$ cat config.mk
export PLATFORM = sky130hd
export DESIGN_NAME = id_queue
export DESIGN_NICKNAME = d
export VERILOG_FILES = /design/src/rtl/id_queue.sv
export SDC_FILE = /design/constraint.sdc
export NUM_CORES = 1
export LEC_CHECK = 0
export BUFFER_PORTS_ARGS = -buffer_cell sky130_fd_sc_hd__clkbuf_2
export CAP_MARGIN = 20
export CORE_UTILIZATION = 53
export DETAILED_ROUTE_END_ITERATION = 16
export GPL_ROUTABILITY_DRIVEN = 0
export PLACE_DENSITY_LB_ADDON = 0.05
export SETUP_SLACK_MARGIN = 0.2
export SYNTH_ARGS = -nofsm -noshare
export SYNTH_HDL_FRONTEND = slang
export SYNTH_SLANG_ARGS = --single-unit
$ cat constraint.sdc
create_clock -name clk -period 5.25 [get_ports clk]
set_clock_uncertainty 0.2 [all_clocks]
set_input_delay 0.2625 -clock clk [delete_from_list [all_inputs] [get_ports clk]]
set_output_delay 0.2625 -clock clk [all_outputs]
set_load 0.01 [all_outputs]
$ cat src/rtl/id_queue.sv
// Decode-stage instruction queue: a DEPTH-entry circular buffer between fetch
// and decode that classifies each instruction at push time.
module id_queue #(
  parameter int DEPTH = 2,
  parameter int RI_EN = 1
) (
  input  logic                       clk,
  input  logic                       reset,
  input  logic                       in_valid,
  output logic                       in_ready,
  input  logic [31:0]                in_instr,
  input  logic [31:0]                in_pc,
  input  logic [4:0]                 in_excode,
  input  logic                       in_bd,
  input  logic                       flush,
  input  logic                       out_ready,
  output logic                       out_valid,
  output logic [31:0]                IR_D,
  output logic [31:0]                PC_D,
  output logic [31:0]                PC4_D,
  output logic [31:0]                PC8_D,
  output logic [4:0]                 excode_D,
  output logic                       bd_D,
  output logic [$clog2(DEPTH):0]     count
);

  localparam int AW = $clog2(DEPTH);
  localparam logic [AW:0] FULL = (AW+1)'(DEPTH);
  localparam logic [4:0] EXC_RI = 5'd10;

  logic [31:0] instr_q  [DEPTH];
  logic [31:0] pc_q     [DEPTH];
  logic [4:0]  excode_q [DEPTH];
  logic        bd_q     [DEPTH];

  logic [AW-1:0] rd_ptr;
  logic [AW-1:0] wr_ptr;
  logic [AW:0]   count_q;

  logic        push;
  logic        pop;
  logic [31:0] st_instr;
  logic [4:0]  st_excode;

  function automatic logic supported(input logic [31:0] w);
    logic [5:0] op;
    logic [4:0] rs;
    logic [4:0] rt;
    logic [5:0] funct;
    logic       ok;
    op    = w[31:26];
    rs    = w[25:21];
    rt    = w[20:16];
    funct = w[5:0];
    ok    = 1'b0;
    if (op == 6'h00) begin
      ok = funct inside {6'h00, 6'h02, 6'h03, 6'h04, 6'h06, 6'h07, 6'h08, 6'h09,
                         6'h10, 6'h11, 6'h12, 6'h13, 6'h18, 6'h19, 6'h1A, 6'h1B,
                         [6'h20:6'h27], 6'h2A, 6'h2B};
    end else if (op == 6'h01) begin
      ok = (rt == 5'h00) || (rt == 5'h01);
    end else if (op inside {[6'h02:6'h0F]}) begin
      ok = 1'b1;
    end else if (op == 6'h10) begin
      ok = (rs == 5'h00) || (rs == 5'h04) || (w == 32'h4200_0018);
    end else begin
      ok = op inside {6'h20, 6'h21, 6'h23, 6'h24, 6'h25, 6'h28, 6'h29, 6'h2B};
    end
    return ok;
  endfunction

  assign in_ready  = (count_q < FULL);
  assign out_valid = (count_q != '0);
  assign count     = count_q;

  // Flush and reset suppress the handshakes so they win over any concurrent traffic.
  assign push = in_valid && in_ready && !flush && !reset;
  assign pop  = out_valid && out_ready && !flush && !reset;

  // A fetch exception takes precedence and turns the stored word into a nop.
  always_comb begin
    st_instr  = in_instr;
    st_excode = '0;
    if (in_excode != '0) begin
      st_excode = in_excode;
      st_instr  = '0;
    end else if ((RI_EN != 0) && !supported(in_instr)) begin
      st_excode = EXC_RI;
    end
  end

  always_ff @(posedge clk) begin
    if (push) begin
      instr_q[wr_ptr]  <= st_instr;
      pc_q[wr_ptr]     <= in_pc;
      excode_q[wr_ptr] <= st_excode;
      bd_q[wr_ptr]     <= in_bd;
    end
  end

  always_ff @(posedge clk) begin
    if (reset || flush) begin
      rd_ptr  <= '0;
      wr_ptr  <= '0;
      count_q <= '0;
    end else begin
      if (push) wr_ptr <= wr_ptr + AW'(1);
      if (pop)  rd_ptr <= rd_ptr + AW'(1);
      case ({push, pop})
        2'b10:   count_q <= count_q + (AW+1)'(1);
        2'b01:   count_q <= count_q - (AW+1)'(1);
        default: count_q <= count_q;
      endcase
    end
  end

  always_comb begin
    IR_D     = '0;
    PC_D     = '0;
    PC4_D    = '0;
    PC8_D    = '0;
    excode_D = '0;
    bd_D     = 1'b0;
    if (out_valid) begin
      IR_D     = instr_q[rd_ptr];
      PC_D     = pc_q[rd_ptr];
      PC4_D    = pc_q[rd_ptr] + 32'd4;
      PC8_D    = pc_q[rd_ptr] + 32'd8;
      excode_D = excode_q[rd_ptr];
      bd_D     = bd_q[rd_ptr];
    end
  end

endmodule

==> flow_summary.toml <==
[run_status]
status = "complete, no violations"

[clock_tree]
cts_root_buf = "clkbuf_16"
h-tree-depth = 4
worstSkewPairLatency_ns = 0.41
clk_path_buf_depth = 2
cts-resized-gates = 0
cts.clk_slew.worst_paths_ns = 0.05
cts.sinks = 145
tritoncts = "done"
cts_made_buffers = 17

[detailed_routing]
drt_wl_total_um = 19700
vias_per_cell = 5.64
drt_iter0_drc = 424
drtAntennaViolNets = 0
dr.pass1.iters = 5
vias = 6230
wl_per_cell_um = 17.9
drcViolationCount = 0

[pwr]
p_int_mw = 2.05
comb_power_share_pct = 6.9
peakVddDrop_v = 0.000192
sw_frac_of_total_pct = 20.4
clkPwrFrac_pct = 42.9
power_density_nw_per_um2 = 262
switchingPower_mw = 0.523
power.leakage_nw = 3.65
seqPwrFrac_pct = 50.1
finalPower_mw = 2.57

[floorplanning]
coreArea_um2 = 13500
die_y_um = 121
start_util_pct = 55.4
pin_count = 213
rows = 42
dieArea_um2 = 14500
die_x_um = 121

[cells_and_area]
synthToLayoutAreaGrowth_pct = 31.7
final_net_count = 995
drive_gt1_share_pct = 27.0
n_antenna_cell = 0

[logic_synthesis]
synth-seq-area-share_pct = 57.8
synthCells = 652
synth-seq-cells = 145
syn_area_um2 = 7450
yosys.area.top_type_share_pct = 56.4
yosysTopAreaCell = "edfxtp_1"
async_flop_share_pct = 0
postSynthAreaPerCell_um2 = 11.4
netlist-cell-type-count = 48
synth_ff_type = "edfxtp_1"
synth_edf_count = 140
synth_area_leaders = "edfxtp_1 56%, mux2i_1 10%, nor2_1 5.1%"
yosysWarnings = 0
synth_nets = 730

[sta]
max_freq_mhz = 226
fin_tns_setup_ns = 0
layout_min_cycle_time_ns = 4.42
slew_headroom_pct = 27.5
period_share_pct = 84.3
slew_viol_final = 0
final_hold_viol_count = 0
rsz0062_at_grt = "false"
tightest_slew_ns = 1.09
setup_violations = 0

[critical_path]
crit_type = "reg -> out"
crit_path_max_fanout = 72
r2r_setup_slack_ns = 2.52
cp_data_arrival_time_ns = 3.96
end_kind = "output port"
required_ns = 4.79
start_kind = "register"

[placement]
numPortBuffers = 212
hpwl_um = 13400

[hold_path]
hold_path_class = "in -> reg"

[grt]
grt_max_degree = 99
grt_pass1_vias = 5842
overflow = 0
grt_pass1_wl_um = 29800
grtUsageTotal_pct = 27.3
antenna_found_initial = 0

[job]
maxCapViolCount = 0
logic make-up after synthesis:
family | count (synthesis) | share of synthesized area (%)
adder cells (fa/ha/maj) | 3 | 0.504
XOR/XNOR | 30 | 3.53
flip-flops | 145 | 57.8
buffers and inverters | 50 | 3.04
multiplexers | 76 | 10.2
AO/OA/AOI/OAI | 74 | 6.85
AND/OR/NAND/NOR | 274 | 18.1
synthesized netlist by cell type (2+ instances only):
master    count
o22ai_1       3
a31oi_1       2
nor4_1        5
edfxtp_1    140
a21oi_1       8
nor2_1      101
o21ai_0      21
ha_1          3
clkbuf_1     19
a32o_1        2
nand4_1      11
inv_1        13
nand2b_1      3
buf_1         2
and2_1       37
or4_1         3
a22oi_1       4
o41ai_1       2
mux2i_1      75
xnor2_1      22
o31ai_1      18
xor2_1        8
nand4b_1      2
a222oi_1      4
nor3_1       17
and3_1        2
buf_4         5
a21o_1        2
or2_2         4
nand2_1      43
nand3b_1     16
nand3_1      26
dfxtp_1       5
buf_2        10
path summary, 6_finish.rpt:
kind                               from                       end  cells after the start
setup / recovery               register                 PC4_D[16]                      9
hold / removal              in_instr[4]   instr_q[1][4]$_DFFE_PP_                      2
setup reg to reg  count[1]$_SDFFE_PP0P_  instr_q[0][26]$_DFFE_PP_                      4
hold reg to reg     rd_ptr$_SDFFE_PP0P_       rd_ptr$_SDFFE_PP0P_                      2
stage by stage:
stage               hold WS, ns  std cells  area, um^2  utilization (%)  worst slack (ns)
floorplan                 0.139        652        7450                -             0.972
global placement          0.252       1009        8620             64.1              1.52
detailed placement        0.255       1009        8620             64.1              1.27
CTS                     0.00311       1105        9810             72.9             0.826
global route             0.0256       1105        9810             72.9             0.508
finish                   0.0210       1105        9810             72.9             0.826
worst max-delay path, stage by stage, from the launching register on:
cell,delay (ns)
dfxtp_4,0.89
mux2i_1,0.38
inv_1,0.32
ha_1,0.27
nand2_1,0.08
o22ai_1,0.49
nand3_1,0.41
a21oi_1,0.32
mux2i_1,0.21
clkbuf_2,0.15
final cells by class:
| class | count | area [um^2] |
|---|---|---|
| Multi-Input combinational cell | 457 | 2940 |
| Clock buffer | 20 | 437 |
| Tap cell | 176 | 220 |
| Fill cell | 957 | 3640 |
| Clock inverter | 11 | 96.3 |
| Sequential cell | 145 | 4310 |
| Inverter | 13 | 48.8 |
| Timing Repair Buffer | 283 | 1760 |
power groups by stage:
stage / Clock [mW] / Sequential [mW] / Combinational (mW)
CTS: 1.11 / 1.29 / 0.177
floorplan: 0 / 1.31 / 0.0694
finish: 1.10 / 1.29 / 0.179
detailed placement: 0 / 1.31 / 0.138
global placement: 0 / 1.31 / 0.134
global route: 1.16 / 1.29 / 0.193
flip-flops by register name (all words and copies together), names as in the netlist, named ones only:
| name | flops |
|---|---|
| count | 2 |
| instr_q | 64 |
| pc_q | 64 |
| bd_q | 2 |
| rd_ptr | 1 |
| excode_q | 10 |
| wr_ptr | 1 |
what timing repair did:
action	CTS	global route
setup endpoints to repair	0	0
setup buffers	0	0
endpoints found under the hold margin	129	0
hold buffers	65	0
metal layers:
layer	up-vias	routed length [um]	share of wire (%)	global-route usage, %
li1	2937	-	-	-
met1	2941	7760	39	33.1
met2	320	10000	51	47.1
met3	32	1560	7.9	6.42
met4	0	395	2.0	10.7
met5	-	0	0	0
cells in the final DEF (no fill, tap or decap), types with 4 or more instances in the layout:
cell / count
a21oi_1: 8
a222oi_1: 4
a22oi_1: 4
and2_1: 37
buf_4: 6
clkbuf_16: 17
clkbuf_2: 212
clkinv_1: 7
dfxtp_1: 4
dlygate4sd3_1: 65
edfxtp_1: 140
inv_1: 13
mux2i_1: 75
nand2_1: 43
nand3_1: 26
nand3b_1: 16
nand4_1: 11
nor2_1: 98
nor3_1: 17
nor4_1: 5
o21ai_0: 21
o31ai_1: 18
or2_2: 4
xnor2_1: 22
xor2_1: 8
(Power assumes the default switching activity.)
